==> config.mk <==
export PLATFORM = sky130hd
export DESIGN_NAME = edge_event_arbiter
export DESIGN_NICKNAME = d
export VERILOG_FILES = /design/src/rtl/edge_event_arbiter.sv
export SDC_FILE = /design/constraint.sdc
export NUM_CORES = 1
export LEC_CHECK = 0
export ABC_AREA = 1
export CAP_MARGIN = 0
export CORE_MARGIN = 1.5
export CORE_UTILIZATION = 45
export CTS_CLUSTER_DIAMETER = 150
export DETAILED_ROUTE_END_ITERATION = 7
export PLACE_DENSITY = 0.85
export SKIP_LAST_GASP = 1
export SLEW_MARGIN = 20
export SYNTH_ARGS = -nofsm -noshare
export SYNTH_HDL_FRONTEND = slang
export SYNTH_SLANG_ARGS = --single-unit
==> constraint.sdc <==
create_clock -name clk -period 1.3 [get_ports clk]
set_clock_uncertainty 0.05 [all_clocks]
set_input_delay 0.13 -clock clk [delete_from_list [all_inputs] [get_ports clk]]
set_output_delay 0.13 -clock clk [all_outputs]
set_load 0.01 [all_outputs]
==> src/rtl/edge_event_arbiter.sv <==
// edge_event_arbiter: per-line rising-edge capture, round-robin onto one valid/ready port.
// Optional input debounce compiled in with `define EDGE_ARB_DEBOUNCE_EN.
module edge_event_arbiter #(
  parameter int N         = 4,
  parameter int IDX_W     = 2,
  parameter int DB_CYCLES = 8
) (
  input  logic             clk,
  input  logic             rst_n,
  input  logic [N-1:0]     in,
  output logic             evt_valid,
  output logic [IDX_W-1:0] evt_idx,
  input  logic             evt_ready,
  output logic [N-1:0]     pending,
  output logic [N-1:0]     ovf,
  input  logic [N-1:0]     ovf_clr
);

  typedef enum logic {IDLE, OFFER} state_e;

  state_e           state_q, state_d;
  logic [N-1:0]     src;
  logic [N-1:0]     ff1_q, ff2_q;
  logic [N-1:0]     rise;
  logic [N-1:0]     pend_q, pend_d;
  logic [N-1:0]     ovf_q, ovf_d;
  logic [N-1:0]     clr_vec;
  logic             valid_q, valid_d;
  logic [IDX_W-1:0] idx_q, idx_d;
  logic [IDX_W-1:0] last_q, last_d;
  logic [IDX_W-1:0] pick;
  logic             found;
  logic             acc;

`ifdef EDGE_ARB_DEBOUNCE_EN
  localparam int CW = $clog2(DB_CYCLES + 1);

  logic [CW-1:0] cnt_q [N];
  logic [CW-1:0] cnt_d [N];
  logic [N-1:0]  db_q, db_d;

  // A line only moves once it has disagreed with db for DB_CYCLES clocks.
  always_comb begin
    db_d = db_q;
    for (int i = 0; i < N; i++) begin
      cnt_d[i] = '0;
      if (in[i] != db_q[i]) begin
        if (cnt_q[i] == CW'(DB_CYCLES - 1)) db_d[i] = in[i];
        else cnt_d[i] = cnt_q[i] + 1'b1;
      end
    end
  end

  always_ff @(posedge clk) begin
    if (!rst_n) begin
      db_q <= '0;
      for (int i = 0; i < N; i++) cnt_q[i] <= '0;
    end else begin
      db_q <= db_d;
      for (int i = 0; i < N; i++) cnt_q[i] <= cnt_d[i];
    end
  end

  assign src = db_q;
`else
  assign src = in;
`endif

  assign rise    = ff1_q & ~ff2_q;
  assign acc     = valid_q & evt_ready;
  assign clr_vec = acc ? (N'(1) << idx_q) : '0;

  // Set beats clear, so an edge on the line being accepted re-arms it.
  assign pend_d = (pend_q & ~clr_vec) | rise;
  assign ovf_d  = (ovf_q & ~ovf_clr) | (rise & pend_q & ~clr_vec);

  always_comb begin
    int j;
    pick  = '0;
    found = 1'b0;
    for (int k = 1; k <= N; k++) begin
      j = int'(last_q) + k;
      if (j >= N) j = j - N;
      if (!found && pend_q[j]) begin
        found = 1'b1;
        pick  = IDX_W'(j);
      end
    end
  end

  always_comb begin
    state_d = state_q;
    valid_d = valid_q;
    idx_d   = idx_q;
    last_d  = last_q;
    unique case (state_q)
      IDLE: begin
        if (found) begin
          state_d = OFFER;
          valid_d = 1'b1;
          idx_d   = pick;
        end
      end
      OFFER: begin
        if (evt_ready) begin
          state_d = IDLE;
          valid_d = 1'b0;
          last_d  = idx_q;
        end
      end
      default: state_d = IDLE;
    endcase
  end

  always_ff @(posedge clk) begin
    if (!rst_n) begin
      state_q <= IDLE;
      ff1_q   <= '0;
      ff2_q   <= '0;
      pend_q  <= '0;
      ovf_q   <= '0;
      valid_q <= 1'b0;
      idx_q   <= '0;
      last_q  <= IDX_W'(N - 1);
    end else begin
      state_q <= state_d;
      ff1_q   <= src;
      ff2_q   <= ff1_q;
      pend_q  <= pend_d;
      ovf_q   <= ovf_d;
      valid_q <= valid_d;
      idx_q   <= idx_d;
      last_q  <= last_d;
    end
  end

  assign evt_valid = valid_q;
  assign evt_idx   = idx_q;
  assign pending   = pend_q;
  assign ovf       = ovf_q;

endmodule
=== Word level (Yosys, flattened, before mapping) ===
Cells that the tools add are included.

* Flip-flop bits (word level): 22
* Input bits: 11
* Output and inout port bits: 11
* Logic and storage cells: 79

* Add/subtract/negate cells: 8
* Magnitude comparators: 8
* Equal/unequal tests: 2
* Shift operators: 1
* Multiplexer cells: 31
* Bitwise operators: 12
* Reduce and logical (&&, ||, !) cells: 9

{| class="wikitable"
|+ Operators by type and width
! cell !! count
|-
| 32-bit by 4-bit < comparator with 1-bit output (second input constant) || 4
|-
| 32-bit 2-to-1 mux || 4
|-
| 4-bit bitwise AND || 5
|-
| 1-bit 2-to-1 mux || 16
|-
| 4-bit inverter || 3
|-
| 3-bit by 3-bit subtractor with 4-bit output (second input constant) || 3
|-
| 3-bit >= comparator (second input constant) || 3
|-
| 1-bit binary-select mux with 2-bit select || 4
|-
| 2-bit 2-to-1 mux || 4
|-
| 4-bit OR || 2
|-
| 2-bit by 2-bit adder with 3-bit output (second input constant) || 2
|-
| 2-bit AND reduction || 3
|-
| 4-bit by 3-bit subtractor with 5-bit output (second input constant) || 1
|-
| 2-bit by 3-bit adder with 4-bit output (second input constant) || 1
|-
| 4-bit by 3-bit >= comparator with 1-bit output (second input constant) || 1
|-
| 4-bit 2-to-1 mux || 1
|-
| 2-bit inequality test (second input constant) || 2
|-
| 1-bit case mux with 2 select lines || 2
|-
| 1-bit by 2-bit << shifter with 4-bit output (first input constant) || 1
|-
| 2-bit by 1-bit adder with 3-bit output (second input constant) || 1
|-
| 1-bit logical AND || 3
|-
| 1-bit logical NOT || 3
|-
| 1-bit bitwise AND || 1
|-
| 1-bit inverter || 1
|}

=== Logic depth before layout (Yosys ltp) ===
Gate-level depths: netlist of the first run.

* Depth in word-level cells: 18
* Mapped depth: 12
* Mapped depth without buffers: 11

=== Worst setup path before layout of the first run ===
No wires, ideal clock.

* Path type: reg2reg
* From: reg last_q[0]
* To: reg idx_q[0] (netlist: evt_idx[0])
* Setup time: 0.114 ns
* Arrival: 1.140 ns
* Data required time: 1.136 ns
* Path slack: -0.004 ns
* Cell stages (with the launch flop): 11
* Path buffers: 1
* Period minus slack after synthesis: 1.304 ns
* Path through: dfxtp_1 buf_6 nand2_1 nand3_1 nand2_1 nor2_8 nand3_4 nand2_4 nand2_1 nand2_1 nor2_1

* Word-level cells in the longest chain between the ends: 17
* Elaborated cells between the ends (all ways): 43
* Classes of those cells: 8 x add/sub; 4 x order compare; 24 x mux; 7 x reduce/logical

{| class="wikitable"
|+ RTL lines
! what !! line !! source
|-
| from (decl) || 30 || <nowiki>logic [IDX_W-1:0] last_q, last_d;</nowiki>
|-
| from (signal assigned) || 124 || <nowiki>last_q <= IDX_W'(N - 1);</nowiki>
|-
| from (signal assigned) || 133 || <nowiki>last_q <= last_d;</nowiki>
|-
| 2-bit by 1-bit adder with 3-bit output || 82 || <nowiki>j = int'(last_q) + k;</nowiki>
|-
| 3-bit by 3-bit subtractor with 4-bit output or 3-bit >= comparator (tied branches) || 83 || <nowiki>if (j >= N) j = j - N;</nowiki>
|-
| 32-bit 2-to-1 mux || 83 ||
|-
| 1-bit binary-select mux with 2-bit select || 84 || <nowiki>if (!found && pend_q[j]) begin</nowiki>
|-
| 1-bit 2-to-1 mux (implied by the code) (2 in series) || 84 ||
|-
| 1-bit 2-to-1 mux || 84 ||
|-
| 1-bit logical NOT || 84 ||
|-
| 1-bit logical AND || 84 ||
|-
| 1-bit 2-to-1 mux || 84 ||
|-
| 1-bit logical NOT || 84 ||
|-
| 1-bit logical AND || 84 ||
|-
| 1-bit 2-to-1 mux || 84 ||
|-
| 1-bit logical NOT || 84 ||
|-
| 1-bit logical AND || 84 ||
|-
| 1-bit 2-to-1 mux || 84 ||
|-
| 2-bit AND reduction (no source line) || - ||
|-
| to (signal assigned) || 132 || <nowiki>idx_q <= idx_d;</nowiki>
|-
| to (decl) || 29 || <nowiki>logic [IDX_W-1:0] idx_q, idx_d;</nowiki>
|}

Parallel ways exist; a longest one is shown, timed or not. The select of a mux whose other input is x is not followed.
A chain may end at the register's enable or synchronous reset.

=== Worst setup path in the final report of the first run ===
* From: reg last_q[0]
* To: reg idx_q[1] (netlist: evt_idx[1])

Same word-level chain as after synthesis.

==> results of run 1 <==
[state kept, by name, indices dropped and copies added (netlist names)]
signal,count
ff2_q,4
ff1_q,4
state_q,1
evt_valid,1
pending,4
last_q,2
ovf,4
evt_idx,2
[routing by layer]
layer | vias to the layer above | share of wire | track usage | wire length, um
met5 | - | 0 | 0 | 0
met4 | 0 | 0.024 | 0.0877 | 67
met3 | 6 | 0.020 | 0.0287 | 56
met2 | 17 | 0.58 | 0.432 | 1650
met1 | 519 | 0.38 | 0.218 | 1070
li1 | 562 | - | - | -
[what timing repair did]
| item | CTS | global route |
|---|---|---|
| gates resized for setup | 28 | 17 |
| endpoints found under the setup margin | 15 | 5 |
| pin swaps | 7 | 12 |
| gates cloned | 1 | 0 |
| buffers inserted | 3 | 2 |
[cell type report]
class                      count  share of cell area
multi-input combinational    102               0.365
sequential                    22               0.277
timing repair buffer          39               0.225
inverter                      31              0.0789
tap                           28              0.0214
clock inverter                 1              0.0184
clock buffer                   3              0.0138
[worst min-delay path by stage]
stage / start / to / slack [ns] / depth (start not counted)
3_3_place_gp: ff1_q[0] / ff2_q[0] / 0.38 / 2
3_5_place_dp: ff1_q[3] / ff2_q[3] / 0.39 / 2
6_report: in[1] / ff1_q[1] / 0.28 / 3
4_1_cts: in[1] / ff1_q[1] / 0.28 / 3
2_1_floorplan: in[1] / ff1_q[1] / 0.17 / 2
5_1_grt: in[3] / ff1_q[3] / 0.29 / 3
[power breakdown]
group / switching, mW / leakage (nW) / total (mW) / internal (mW)
sequential: 0.0659 / 0.183 / 0.819 / 0.753
clock: 0.215 / 0.0279 / 0.527 / 0.312
combinational: 0.462 / 0.681 / 0.830 / 0.368
[worst reg2reg max path: cells and delay by family (launching register included)]
family        cells  cell delay [ns]
buf+inv           3             0.28
simple gates      8             0.65
flops             1             0.39
[placed cells by master (no fill, tap or decap)]
master,count
a21oi_1,10
a21oi_2,1
buf_12,1
buf_16,1
buf_4,16
bufinv_16,1
clkbuf_4,3
clkdlybuf4s50_1,10
dfxtp_1,14
dfxtp_2,7
dfxtp_4,1
dlygate4sd2_1,10
dlymetal6s2s_1,1
inv_1,27
inv_12,1
inv_2,3
nand2_1,44
nand2_2,7
nand2_4,12
nand3_1,9
nand3_2,3
nand3_4,1
nand4_1,4
nor2_1,5
nor2_2,1
nor2_8,1
o211ai_1,2
o21ai_2,1
o21bai_1,1
[cell families (layout without fill, tap and decap cells)]
| family | after synthesis | after routing | share of synthesized area |
|---|---|---|---|
| flops | 22 | 22 | 0.406 |
| compound gates | 15 | 15 | 0.0760 |
| simple gates | 87 | 87 | 0.391 |
| buf+inv | 33 | 74 | 0.128 |
==> summary.md, run 1 <==
| Metric | Value |
|---|---|
| Number of filler instances in the final layout | `192` |
| First drt pass iteration count | `4` |
| Ranking of synthesized cells by instance count | `52 x nand2_1, 28 x inv_1, 22 x dfxtp_1` |
| Summed area of non-filler cells in the final layout | `1630 um^2` |
| Clock sink count | `22` |
| Synthesized area | `1090 um^2` |
| Slew at the pin with the worst max-slew slack | `0.244 ns` |
| Number of CTS-inserted buffers | `3` |
| Cell Chain, Critical Path | `buf_12 -> inv_12 -> nand2_4 -> nand2_2 -> nand2_1 -> nand2_2 -> inv_2 -> nand3_1 -> nand3_2 -> nor2_2 -> nor2_1` |
| Standard cell with the maximum stage delay on the critical path | `dfxtp_4` |
| Die Outline Area | `2720 um^2` |
| Total via count in the routed design | `1104` |
| Clock slew at reported path FFs | `0.12 ns` |
| Required @ worst endpoint | `1.47 ns` |
| Avg Synthesized Cell Area | `6.92 um^2` |
| Die outline width | `52.1 um` |
| Effective utilization at floorplan | `0.482` |
| Type of the tightest min-delay check | `input port to flop` |
| # setup viols final | `4` |
| Global-route usage over all layers | `0.216` |
| Pre-CTS worst setup slack | `-0.138 ns` |
| Top flip-flop cell by instance count after synthesis | `dfxtp_1` |
| Detail Placement HPWL | `1.96 mm` |
| Instance count of the mapped netlist | `157` |
| Largest stage delay, worst path | `0.39 ns` |
| Share of the synthesized area in the top cell type | `0.406` |
| Number of nets in the layout | `210` |
| Utilization after layout | `0.725` |
| Number of enable flip-flop cells after synthesis | `0` |
| Synth area leader | `dfxtp_1` |
| Final total negative setup slack | `-0.530 ns` |
| Post-Layout Cell Count | `226` |
| Routed Antenna Nets | `0` |
| Most repeated cell in the gate-level netlist after synthesis | `nand2_1` |
| Power density relative to cell area | `1330 nW/um^2` |
| Register-to-Register Path Depth | `11` |
| Input/output buffers | `21` |
| Number of buffers added to fix hold violations after cts | `0` |
| Placed cells | `216` |
| Hold violation total from the final report | `0` |
| Core area | `2250 um^2` |
| Post-Syn Nets | `168` |
| Cell with the most instances on the worst path | `nand2_2` |
| Fraction of layout instances using a drive strength above 1 | `0.308` |
| Final-layout worst hold slack | `0.279 ns` |
| Minimum setup slack in the final design | `-0.173 ns` |
| TritonCTS clock tree | `done` |
| Area Growth Syn to Fin | `50.5%` |
| IR drop worst, VDD | `1.05 mV` |
| Total overflow reported by the global router | `0` |
| Critical path endpoint category | `flop` |
| Period utilisation layout | `1.13` |
| Maximum number of pins on one net before global-route repair | `14` |
| Unrepaired setup endpoints after global routing | `true` |
| Placed instance area | `1420 um^2` |
| Register area share after synthesis | `0.406` |
| Run status | `finished with violations` |
| Final Max Slew Viols | `0` |
| Setup CP Type | `flop to flop` |
| DRC violation total after the first TritonRoute iteration | `20` |
| Clk_lat worst skew | `0.31 ns` |
| Count of antenna diodes in the layout | `0` |
| Clock buffer depth | `2` |
| Endpoint of the most critical setup path | `evt_idx[1]` |
| Internal reg-to-reg setup slack | `-0.17 ns` |
| Initial antenna violation count | `0` |
| Total leakage power | `0.892 nW` |
| Final weighted congestion in routability-driven placement | `0.731` |
| Total area of sequential cells | `453 um^2` |
| Launching instance or port of the critical path | `last_q[0]` |
| Max-cap violations | `0` |
| Area of the multi-input gates | `597 um^2` |
| End of the worst register-to-register path | `evt_idx[1]` |
| Count of yosys warnings during synthesis | `0` |
| Routed vias/inst | `4.88` |
| Root buffer selected by CTS | `clkbuf_4` |
| Worst reg2reg startpoint | `last_q[0]` |
| Routed wire length | `2.85 mm` |
| Vertical extent of the die | `52.1 um` |
| Slew headroom | `0.837` |
| Crit start category | `flop` |
| Top cell family by delay on the critical path | `simple AND/OR/NAND/NOR gates` |
| Global-route wire length before repair | `4.28 mm` |
| Cells taking the most area after synthesis | `dfxtp_1 41%, nand2_1 18%, inv_1 9.7%` |
| Final min period | `1.47 ns` |
| Detail-routed net length per standard cell | `12.6 um` |
| Clock H-tree levels | `1` |
| Critical path fanouts, max | `8` |
| Flip-flop and latch count after synthesis | `22` |
| Number of cells on the critical path | `11` |
| Rows | `17` |
| Via count of the first global-routing pass | `1045` |
| Ys async rst share | `0` |
| Number of DRC violations after detailed routing | `0` |
| Power consumption | `2.18 mW` |
| Arrival time of the worst setup path | `1.64 ns` |
| Max Fclk | `679 MHz` |
| IO Pins | `22` |
| Number of library cell types mapped by synthesis | `18` |
| Number of buffers and inverters on the critical path | `3` |
| Violations in the final reports | `setup timing` |
Power figures use the tool's default switching activity.
==> run 2: changes to the inputs <==
--- a/config.mk
+++ b/config.mk
@@ -7,11 +7,10 @@
 export LEC_CHECK = 0
 export ABC_AREA = 1
 export CAP_MARGIN = 0
-export CORE_MARGIN = 1.5
-export CORE_UTILIZATION = 45
+export CORE_UTILIZATION = 30
 export CTS_CLUSTER_DIAMETER = 150
 export DETAILED_ROUTE_END_ITERATION = 7
-export PLACE_DENSITY = 0.85
+export PLACE_DENSITY = 0.64
 export SKIP_LAST_GASP = 1
 export SLEW_MARGIN = 20
 export SYNTH_ARGS = -nofsm -noshare
==> summary.md, run 2 (synthesis results as in run 1) <==
| Metric | Value |
|---|---|
| Run status | `finished with violations (unchanged)` |
| Violations in the final reports | `setup timing (unchanged)` |
| Crit start category | `flop (unchanged)` |
| Root buffer selected by CTS | `clkbuf_4 (unchanged)` |
| IO Pins | `22 (unchanged)` |
| Input/output buffers | `21 (unchanged)` |
| Commonest non-fill, non-tap cell in the layout | `nand2_1 (unchanged)` |
| Arrival time of the worst setup path | `1.64 ns (about the same)` |
| First drt pass iteration count | `3 (was 4)` |
| Summed area of non-filler cells in the final layout | `1570 um^2 (was 1630 um^2)` |
| Global-route wire length before repair | `3.64 mm (was 4.28 mm)` |
| Hold violation total from the final report | `0 (unchanged)` |
| Pre-CTS worst setup slack | `-0.141 ns (was -0.138 ns)` |
| IR drop worst, VDD | `0.623 mV (was 1.05 mV)` |
| Standard cell with the maximum stage delay on the critical path | `dfxtp_4 (unchanged)` |
| Top cell family by delay on the critical path | `simple AND/OR/NAND/NOR gates (unchanged)` |
| Final Max Slew Viols | `0 (unchanged)` |
| Critical path fanouts, max | `8 (unchanged)` |
| Die Outline Area | `3860 um^2 (was 2720 um^2)` |
| Cell with the most instances on the worst path | `nand2_4 (was nand2_2)` |
| Type of the tightest min-delay check | `input port to flop (unchanged)` |
| Total leakage power | `0.825 nW (was 0.892 nW)` |
| Initial antenna violation count | `0 (unchanged)` |
| Core area | `3390 um^2 (was 2250 um^2)` |
| Total overflow reported by the global router | `0 (unchanged)` |
| Final weighted congestion in routability-driven placement | `0.789 (was 0.731)` |
| Detail-routed net length per standard cell | `9.42 um (was 12.6 um)` |
| Number of CTS-inserted buffers | `3 (unchanged)` |
| TritonCTS clock tree | `done (unchanged)` |
| Slew headroom | `0.824 (was 0.837)` |
| Slew at the pin with the worst max-slew slack | `0.263 ns (was 0.244 ns)` |
| Die outline width | `62.2 um (was 52.1 um)` |
| Clk_lat worst skew | `0.31 ns (about the same)` |
| Count of antenna diodes in the layout | `0 (unchanged)` |
| Number of buffers and inverters on the critical path | `3 (unchanged)` |
| Placed instance area | `1440 um^2 (was 1420 um^2)` |
| Max Fclk | `683 MHz (was 679 MHz)` |
| Clock H-tree levels | `1 (unchanged)` |
| Power density relative to cell area | `1260 nW/um^2 (was 1330 nW/um^2)` |
| Critical path endpoint category | `flop (unchanged)` |
| Unrepaired setup endpoints after global routing | `true (unchanged)` |
| Clock buffer depth | `2 (unchanged)` |
| Final total negative setup slack | `-0.580 ns (was -0.530 ns)` |
| Maximum number of pins on one net before global-route repair | `13 (was 14)` |
| Area Growth Syn to Fin | `44.6% (was 50.5%)` |
| # setup viols final | `4 (unchanged)` |
| Routed vias/inst | `4.19 (was 4.88)` |
| Final min period | `1.46 ns (was 1.47 ns)` |
| Total via count in the routed design | `1015 (was 1104)` |
| Required @ worst endpoint | `1.47 ns (about the same)` |
| Minimum setup slack in the final design | `-0.163 ns (was -0.173 ns)` |
| Number of DRC violations after detailed routing | `0 (unchanged)` |
| Routed Antenna Nets | `0 (unchanged)` |
| Effective utilization at floorplan | `0.320 (was 0.482)` |
| Rows | `21 (was 17)` |
| Vertical extent of the die | `62.2 um (was 52.1 um)` |
| DRC violation total after the first TritonRoute iteration | `24 (was 20)` |
| Most used cells in the layout excluding fill and tap cells | `44 x nand2_1, 28 x inv_1, 14 x dfxtp_1, 14 x buf_4, 13 x nand2_2 (was 44 x nand2_1, 27 x inv_1, 16 x buf_4, 14 x dfxtp_1, 12 x nand2_4)` |
| Clock slew at reported path FFs | `0.12 ns (about the same)` |
| Max-cap violations | `0 (unchanged)` |
| Global-route usage over all layers | `0.120 (was 0.216)` |
| Number of nets in the layout | `208 (was 210)` |
| Detail Placement HPWL | `1.71 mm (was 1.96 mm)` |
| Period utilisation layout | `1.13 (about the same)` |
| Routed wire length | `2.28 mm (was 2.85 mm)` |
| Via count of the first global-routing pass | `874 (was 1045)` |
| Cell Chain, Critical Path | `buf_12 -> inv_8 -> nand2_2 -> nand2_2 -> nand2_4 -> nand2_4 -> nor2_8 -> nand3_4 -> nand2_4 -> buf_4 -> a21oi_1 (was buf_12 -> inv_12 -> nand2_4 -> nand2_2 -> nand2_1 -> nand2_2 -> inv_2 -> nand3_1 -> nand3_2 -> nor2_2 -> nor2_1)` |
| Fraction of layout instances using a drive strength above 1 | `0.276 (was 0.308)` |
| Largest stage delay, worst path | `0.39 ns (about the same)` |
| Clock sink count | `22 (unchanged)` |
| Setup CP Type | `flop to flop (unchanged)` |
run 2: changes by cell type in the layout (fill, tap and decap cells not counted), sizes merged:
cell / change
dlygate4sd2: -2
buf: -3
dlymetal6s2s: -1
clkdlybuf4s15: +3
bufinv: -1
clkbuf: +2
run 2: repair_timing:
| item | in CTS | in global routing |
|---|---|---|
| buffers inserted | 1 | 3 |
| cloned | 0 | 1 |
| endpoints found under the setup margin | 15 | 7 |
| gates resized for setup | 20 | 15 |
| pin swaps | 1 | 9 |
| hold buffers | 0 | 0 |
| endpoints found under the hold margin | 0 | 0 |
run 2: layout make-up:
cell class                      instances  area (um^2)
Timing Repair Buffer                   37          350
Inverter                               31          124
Clock buffer                            4         36.3
Multi-Input combinational cell        102          549
Sequential cell                        22          453
Fill cell                             336         1820
Tap cell                               46         57.6
run 2: worst paths after layout:
| check | startpoint | to | slack, ns | depth (start not counted) |
|---|---|---|---|---|
| max reg2reg | last_q[0] | evt_valid | -0.16 | 11 |
| max | last_q[0] | evt_valid | -0.16 | 11 |
| min reg2reg | ff1_q[1] | ff2_q[1] | 0.40 | 2 |
| min | in[1] | ff1_q[1] | 0.27 | 3 |
run 2: metrics by stage:
stage,hold WS [ns],total power [mW],cells,utilization
CTS,0.260,1.90,238,0.437
global route,0.260,2.12,242,0.463
floorplan,0.173,1.26,157,-
detailed placement,0.385,1.52,233,0.424
finish,0.271,1.98,242,0.463
global placement,0.379,1.52,233,0.424
run 2: metal layers:
layer / share of wire / routed length, um / vias to the layer above / track usage
met4: 0.022 / 51 / 0 / 0.0698
met3: 0.023 / 53 / 5 / 0.0239
met2: 0.48 / 1090 / 13 / 0.195
met5: 0 / 0 / - / 0
li1: - / - / 560 / -
met1: 0.48 / 1080 / 437 / 0.148
run 2: power by group:
group / switching [mW] / internal (mW) / total, mW / leakage (nW)
combinational: 0.421 / 0.366 / 0.786 / 0.621
sequential: 0.0598 / 0.753 / 0.813 / 0.183
clock: 0.210 / 0.171 / 0.382 / 0.0210
total: 0.691 / 1.29 / 1.98 / 0.825
run 2: worst register-to-register path, cell delays in order, from the launching register on:
cell and delay, ns:
dfxtp_4 0.39, buf_12 0.12, inv_8 0.05, nand2_2 0.05
nand2_2 0.07, nand2_4 0.08, nand2_4 0.07, nor2_8 0.14
nand3_4 0.10, nand2_4 0.10, buf_4 0.10, a21oi_1 0.04
